### config.mk
export PLATFORM = sky130hd
export DESIGN_NAME = apb_uart_tx
export DESIGN_NICKNAME = d
export VERILOG_FILES = /design/src/rtl/apb_uart_tx.sv
export SDC_FILE = /design/constraint.sdc
export NUM_CORES = 1
export LEC_CHECK = 0
export ABC_CLOCK_PERIOD_IN_PS = 5980
export BUFFER_PORTS_ARGS = -buffer_cell sky130_fd_sc_hd__buf_2
export CORE_UTILIZATION = 55
export DETAILED_ROUTE_END_ITERATION = 8
export PLACE_DENSITY = 0.74
export SYNTH_ARGS = -nofsm -noshare
export SYNTH_HDL_FRONTEND = slang
export SYNTH_SLANG_ARGS = --single-unit
### constraint.sdc
create_clock -name PCLK -period 5.98 [get_ports PCLK]
set_input_delay 0.299 -clock PCLK [delete_from_list [all_inputs] [get_ports PCLK]]
set_output_delay 0.299 -clock PCLK [all_outputs]
set_load 0.1 [all_outputs]
### src/rtl/apb_uart_tx.sv
// APB-programmable UART transmitter with a small TX FIFO and DMA request.
// Register writes land on the edge that ends the access phase; PREADY is tied
// high; each frame is 1 start, 8 data (LSB first), 1 stop bit of BAUDDIV+1 clocks.
//
// Ports:
//   PCLK, PRESETn           clock / asynchronous reset (asserted when 1)
//   PADDR, PSELx, PENABLE,  APB slave request
//   PWRITE, PWDATA
//   PRDATA, PREADY, PSLVERR APB slave response
//   tx                      serial output, idle high
//   dma_tx_req              registered request: DMA enabled and FIFO not full
module apb_uart_tx #(
  parameter int         FIFO_DEPTH = 4,
  parameter logic [7:0] BAUD_RST   = 8'h0F
) (
  input  logic       PCLK,
  input  logic       PRESETn,
  input  logic [3:0] PADDR,
  input  logic       PSELx,
  input  logic       PENABLE,
  input  logic       PWRITE,
  input  logic [7:0] PWDATA,
  output logic [7:0] PRDATA,
  output logic       PREADY,
  output logic       PSLVERR,
  output logic       tx,
  output logic       dma_tx_req
);

  localparam int AW = $clog2(FIFO_DEPTH);

  typedef enum logic [1:0] {IDLE, START, DATA, STOP} state_t;

  state_t      state_q, state_d;
  logic [AW:0] wr_ptr_q, wr_ptr_d, rd_ptr_q, rd_ptr_d;
  logic [7:0]  mem_q [FIFO_DEPTH];
  logic [7:0]  mem_d [FIFO_DEPTH];
  logic [7:0]  baud_q, baud_d;
  logic        tx_en_q, tx_en_d, dma_en_q, dma_en_d;
  logic [7:0]  shift_q, shift_d;
  logic [7:0]  div_q, div_d;     // BAUDDIV captured at frame start
  logic [7:0]  cnt_q, cnt_d;     // clocks elapsed within the current bit
  logic [2:0]  bit_q, bit_d;
  logic        dma_req_q, dma_req_d;

  logic        access, addr_ok, err, wr_ok, full, empty, busy, bit_end;
  logic [1:0]  reg_sel;
  logic [AW:0] level;
  logic [4:0]  level_x;
  logic [2:0]  level_sat;
  logic [7:0]  status;

  assign access  = PSELx & PENABLE;
  assign addr_ok = (PADDR[1:0] == 2'b00);
  assign reg_sel = PADDR[3:2];

  // Extra pointer MSB separates full (MSBs differ) from empty (equal).
  assign full  = (wr_ptr_q[AW] != rd_ptr_q[AW]) &&
                 (wr_ptr_q[AW-1:0] == rd_ptr_q[AW-1:0]);
  assign empty = (wr_ptr_q == rd_ptr_q);
  assign level = wr_ptr_q - rd_ptr_q;
  assign level_x   = 5'(level);
  assign level_sat = (level_x > 5'd7) ? 3'd7 : level_x[2:0];
  assign busy   = (state_q != IDLE);
  assign status = {2'b00, level_sat, busy, empty, full};

  // full is the pre-edge value, so a same-cycle pop never rescues a push.
  assign err   = access & (!addr_ok |
                           (PWRITE & (reg_sel == 2'd1)) |
                           (PWRITE & (reg_sel == 2'd0) & full));
  assign wr_ok = access & PWRITE & !err;

  assign PREADY     = 1'b1;
  assign PSLVERR    = err & !PRESETn;
  assign dma_tx_req = dma_req_q;
  assign bit_end    = (cnt_q == div_q);

  always_comb begin
    PRDATA = 8'h00;
    if (PSELx && !PWRITE && addr_ok && !PRESETn) begin
      case (reg_sel)
        2'd1:    PRDATA = status;
        2'd2:    PRDATA = baud_q;
        2'd3:    PRDATA = {6'b0, dma_en_q, tx_en_q};
        default: PRDATA = 8'h00;
      endcase
    end
  end

  // tx is decoded from state so reset forces it high without waiting for a clock.
  always_comb begin
    case (state_q)
      START:   tx = 1'b0;
      DATA:    tx = shift_q[0];
      default: tx = 1'b1;
    endcase
  end

  always_comb begin
    state_d   = state_q;
    wr_ptr_d  = wr_ptr_q;
    rd_ptr_d  = rd_ptr_q;
    mem_d     = mem_q;
    baud_d    = baud_q;
    tx_en_d   = tx_en_q;
    dma_en_d  = dma_en_q;
    shift_d   = shift_q;
    div_d     = div_q;
    cnt_d     = cnt_q;
    bit_d     = bit_q;
    dma_req_d = dma_en_q & !full;

    if (wr_ok) begin
      case (reg_sel)
        2'd0: begin
          mem_d[wr_ptr_q[AW-1:0]] = PWDATA;
          wr_ptr_d = wr_ptr_q + (AW+1)'(1);
        end
        2'd2:    baud_d = PWDATA;
        2'd3: begin
          tx_en_d  = PWDATA[0];
          dma_en_d = PWDATA[1];
        end
        default: ;
      endcase
    end

    case (state_q)
      IDLE: begin
        if (tx_en_q && !empty) begin
          shift_d  = mem_q[rd_ptr_q[AW-1:0]];
          rd_ptr_d = rd_ptr_q + (AW+1)'(1);
          div_d    = baud_q;
          cnt_d    = 8'd0;
          state_d  = START;
        end
      end
      START: begin
        if (bit_end) begin
          cnt_d   = 8'd0;
          bit_d   = 3'd0;
          state_d = DATA;
        end else begin
          cnt_d = cnt_q + 8'd1;
        end
      end
      DATA: begin
        if (bit_end) begin
          cnt_d = 8'd0;
          if (bit_q == 3'd7) begin
            state_d = STOP;
          end else begin
            bit_d   = bit_q + 3'd1;
            shift_d = {1'b0, shift_q[7:1]};
          end
        end else begin
          cnt_d = cnt_q + 8'd1;
        end
      end
      STOP: begin
        if (bit_end) begin
          cnt_d   = 8'd0;
          state_d = IDLE;
        end else begin
          cnt_d = cnt_q + 8'd1;
        end
      end
      default: state_d = IDLE;
    endcase
  end

  always_ff @(posedge PCLK or posedge PRESETn) begin
    if (PRESETn) begin
      state_q   <= IDLE;
      wr_ptr_q  <= '0;
      rd_ptr_q  <= '0;
      for (int i = 0; i < FIFO_DEPTH; i++) mem_q[i] <= 8'h00;
      baud_q    <= BAUD_RST;
      tx_en_q   <= 1'b0;
      dma_en_q  <= 1'b0;
      shift_q   <= 8'h00;
      div_q     <= 8'h00;
      cnt_q     <= 8'h00;
      bit_q     <= 3'd0;
      dma_req_q <= 1'b0;
    end else begin
      state_q   <= state_d;
      wr_ptr_q  <= wr_ptr_d;
      rd_ptr_q  <= rd_ptr_d;
      mem_q     <= mem_d;
      baud_q    <= baud_d;
      tx_en_q   <= tx_en_d;
      dma_en_q  <= dma_en_d;
      shift_q   <= shift_d;
      div_q     <= div_d;
      cnt_q     <= cnt_d;
      bit_q     <= bit_d;
      dma_req_q <= dma_req_d;
    end
  end

endmodule

# Word-level counts from Yosys, hierarchy flattened
# Index checks and enable logic that the tools add are counted.
# word_totals
n_memories	0
latchBits	0
word_cells	107
ff_bits	78
ramBits	0
output_inout_bits	12
mem_bits_ro	0
# classes
n_addsub	5
magnitude_cmp	4
n_reduce_logical	26
n_bitwise	13
div_mod_pow	0
shift	0
multipliers	0
muxes	27
eq_ne	17
# op_table
cell	n
$mux W8	9
$bwmux W32	1
$pmux W8 S2	2
$pmux W8 S3	1
$bmux W8 S2	1
$demux W8 S2	1
$mux W3	4
$ne A2 B2 Y1 const B	6
$mux W2	5
$add A3 B1 Y3 const B	3
$and A1 B1 Y1	9
$add A8 B1 Y8 const B	1
$eq A2 B2 Y1 const B	4
$eq A8 B8 Y1	1
$pmux W2 S4	1
$reduce_and A2 Y1	4
$reduce_and A4 Y1	2
$ge A3 B3 Y1 const B	2
$logic_and A1 B1 Y1	6
$logic_not A1 Y1	6
$logic_not A2 Y1	3
$not A2 Y3	2
$pmux W3 S2	1
$reduce_bool A2 Y1	3
other kinds (12)	14

# Logic depth before layout (Yosys ltp)
# logic_depth
ltp_word	8
ltp_mapped	9

# Least setup slack after synthesis
# Ideal clock, no wire load.
# synth_timing
path_kind	input to output
startpoint	input PRESETn
endpoint	output PSLVERR
t_arrival_ns	4.527
stages	3
path_slack_ns	1.154
n_path_buf	0
path_cell_list	inv_1 -> nand2_1 -> a211oi_1
# synth_between
elab_chain_len	2
# synth_rtl
element	line	text
from (decl)	17	input logic PRESETn,
$logic_not A1 Y1 (no source line)	--	
$and A1 B1 Y1	74	assign PSLVERR = err & !PRESETn;
to (decl)	25	output logic PSLVERR,
# Every way passes these cells.

# Worst setup path in the final report
# layout_timing
startpoint	register rd_ptr_q[1]
endpoint	output PSLVERR
# layout_between
elab_chain_len	6
# layout_rtl
element	line	text
from (decl)	35	logic [AW:0] wr_ptr_q, wr_ptr_d, rd_ptr_q, rd_ptr_d;
from (signal assigned)	189	rd_ptr_q <= rd_ptr_d;
$eq A2 B2 Y1	59	(wr_ptr_q[AW-1:0] == rd_ptr_q[AW-1:0]);
$logic_and A1 B1 Y1	58	assign full = (wr_ptr_q[AW] != rd_ptr_q[AW]) &&
$and A1 B1 Y1	70	(PWRITE & (reg_sel == 2'd0) & full));
$or A1 B1 Y1	69	(PWRITE & (reg_sel == 2'd1)) |
$and A1 B1 Y1	68	assign err = access & (!addr_ok |
$and A1 B1 Y1	74	
# Every way passes these cells.

==> flow_metrics.env <==
export IMPL_ctsRootBufferMaster="clkbuf_8"
export IMPL_fin_crit_sh=0.507
export IMPL_fin_ws_ns=2.95
export IMPL_synth_ff_type="dfrtp_1"
export IMPL_synth_net_count=366
export IMPL_wirelength_mm=8.07
export IMPL_start_util=0.567
export IMPL_hold_violations=0
export IMPL_cts_tree="done"
export IMPL_cp_end_kind="output pin"
export IMPL_cp_required_ns=5.68
export IMPL_cap_violations=0
export IMPL_async_flop_share=1.00
export IMPL_post_place_ws_ns=3.34
export IMPL_grt_pass1_vias=2689
export IMPL_design_die_area_sq_um=7790
export IMPL_antenna_found_initial=0
export IMPL_fin_area_sq_um=4460
export IMPL_setup_viol=0
export IMPL_rows=31
export IMPL_synth_cell_types=52
export IMPL_p_leak_uw=0.00207
export IMPL_drv_slew=0
export IMPL_finalClockSkew_ns=0.0120
export IMPL_die_w_microns=88.3
export IMPL_route_detailed_drc=0
export IMPL_clkLatencyLatePin_ns=0.36
export IMPL_status="complete, no violations"
export IMPL_finalPower_uw=1910
export IMPL_drtIter0Drc=178
export IMPL_max_stage_delay_ns=0.68
export IMPL_critical_path_startpoint_type="flip-flop"
export IMPL_hp_class="primary input to flip-flop"
export IMPL_wl_per_cell_microns=17.4
export IMPL_crit_fanout=10
export IMPL_final_common_cell="dfrtp_1"
export IMPL_vias_per_cell=5.79
export IMPL_clk_path_buf_depth=2
export IMPL_routabilityCongestion=0.835
export IMPL_crit_type="flip-flop to output pin"
export IMPL_r2r_slack_ns=3.39
export IMPL_ys_seq_area_frac=0.478
export IMPL_io_pins=29
export IMPL_period_minus_slack_ns=3.03
export IMPL_synth_edff_count=0
export IMPL_diodes=0
export IMPL_dieHeight_microns=88.3
export IMPL_path_cells="inv_1, ha_1, nand2_1, nor2_1, o21ai_0, a211oi_1, buf_2"
export IMPL_syn_area_sq_um=4090
export IMPL_layout_common_cells="74 x dfrtp_1, 50 x mux2_2, 27 x buf_2"
export IMPL_fin_nets=392
export IMPL_post_cts_setup_buffer_count=0
export IMPL_drt_first_pass_iters=5
export IMPL_synth_seq_cells=78
export IMPL_grt_total_usage=0.232
export IMPL_h_tree_depth=3
export IMPL_tightest_slew_ns=0.796
export IMPL_io_buffers=27
export IMPL_core_area_sq_um=7210
export IMPL_cp_arrival_ns=2.73
export IMPL_slowest_stage="dfrtp_1"
export IMPL_rsz0062_at_grt="no"
export IMPL_syn_inst=333
export IMPL_path_clk_slew_ns=0.09
export IMPL_grt_ovfl_total=0
export IMPL_synth_warnings=0
export IMPL_ant_nets=0
export IMPL_drive_above_1_share=0.324
export IMPL_p_per_area_nw_per_um2=429
export IMPL_syn_to_final_growth_pct=8.89
export IMPL_grt_max_degree=67
export IMPL_dp_hpwl_mm=5.85
export IMPL_vdd_drop_max_mv=0.200
export IMPL_fmax_mhz=330
export IMPL_clock_sinks=78
export IMPL_holdWs_ns=0.231
export IMPL_cts_buffers=9
export IMPL_grt_pass1_wl_mm=13.5
export IMPL_place_area_sq_um=4260
export IMPL_syn_mean_instance_area_sq_um=12.3
export IMPL_final_setup_tns_ns=0
export IMPL_relSlewSlack=0.469
export IMPL_dr_total_vias=2679
timing repair:
item | CTS | global route
hold endpoints to repair | 12 | 0
hold buffers | 1 | 0
gates resized for setup | 0 | 0
endpoints found under the setup margin | 0 | 0
cells by family (layout without fill, tap and decap cells):
group	Yosys count	after routing	share of synthesized area
other	1	1	0.000916
XOR/XNOR	15	15	0.0339
adder cells (fa/ha/maj)	16	16	0.0507
AND/OR/NAND/NOR	81	81	0.101
multiplexers	59	59	0.184
flip-flops	78	78	0.478
AO/OA/AOI/OAI	54	54	0.113
buffers and inverters	29	60	0.0385
cell usage after synthesis (6+ instances only):
| library cell | count | area share |
|---|---|---|
| a22oi_1 | 6 | 0.011 |
| and3_1 | 11 | 0.017 |
| dfrtp_1 | 74 | 0.45 |
| ha_1 | 15 | 0.046 |
| inv_1 | 13 | 0.012 |
| mux2_2 | 50 | 0.14 |
| mux4_2 | 8 | 0.044 |
| nand2_1 | 16 | 0.015 |
| nor2_1 | 20 | 0.018 |
| nor3_1 | 8 | 0.0098 |
| o21ai_0 | 9 | 0.011 |
| o22ai_1 | 6 | 0.0092 |
| o31ai_1 | 8 | 0.015 |
| xnor2_1 | 12 | 0.026 |
routing by layer:
layer	vias to the layer above	track usage	share of wire
li1	1265	-	-
met1	1373	0.324	0.47
met2	36	0.374	0.50
met3	5	0.0560	0.030
met4	0	0.0484	0.0087
met5	-	0	0
layout make-up:
type / instances / area, sq um
fill: 581 / 2760
multi-input combinational: 226 / 1980
sequential: 78 / 1960
timing repair buffer: 30 / 160
clock buffer: 9 / 124
tap: 99 / 124
clock inverter: 7 / 61.3
inverter: 14 / 52.6
power breakdown:
| part | leakage, uW | internal [uW] | total, uW | switching, uW |
|---|---|---|---|---|
| registers | 0.00102 | 634 | 749 | 116 |
| logic | 0.000960 | 311 | 790 | 479 |
| clock network | 0.0000892 | 159 | 374 | 215 |
| total | 0.00207 | 1100 | 1910 | 810 |
worst paths after layout:
path                                         start                endpoint  cells after the start
min reg2reg                 shift_q[0]$_DFFE_PP0P_  shift_q[0]$_DFFE_PP0P_                      1
min                                      PWDATA[5]   mem_q[13]$_DFFE_PP0P_                      2
max reg2reg                rd_ptr_q[1]$_DFFE_PP0P_  shift_q[2]$_DFFE_PP0P_                      7
min in group asynchronous                  PRESETn  shift_q[4]$_DFFE_PP0P_                      3
max                        rd_ptr_q[1]$_DFFE_PP0P_                 PSLVERR                      7
max in group asynchronous                  PRESETn    mem_q[0]$_DFFE_PP0P_                      4
critical path, delay by kind of cell, from the launching register on:
| family | cells | cell delay (ns) |
|---|---|---|
| fa+ha+maj | 1 | 0.34 |
| buf+inv | 2 | 0.63 |
| compound gates | 2 | 0.34 |
| flops | 1 | 0.68 |
| simple gates | 2 | 0.37 |
through the flow:
stage                     utilization  std cells
final                           0.618        463
after global placement          0.591        446
after global routing            0.618        463
after detailed placement        0.591        446
after CTS                       0.618        463
after floorplan                     -        333
registers in the layout, summed over array words and instances (netlist names):
name / count
mem_q: 32
baud_q: 8
cnt_q: 8
div_q: 8
shift_q: 8
bit_q: 3
rd_ptr_q: 3
wr_ptr_q: 3
state_q: 2
dma_en_q: 1
dma_tx_req: 1
tx_en_q: 1
Note: power is estimated with default switching activity, not from simulation.
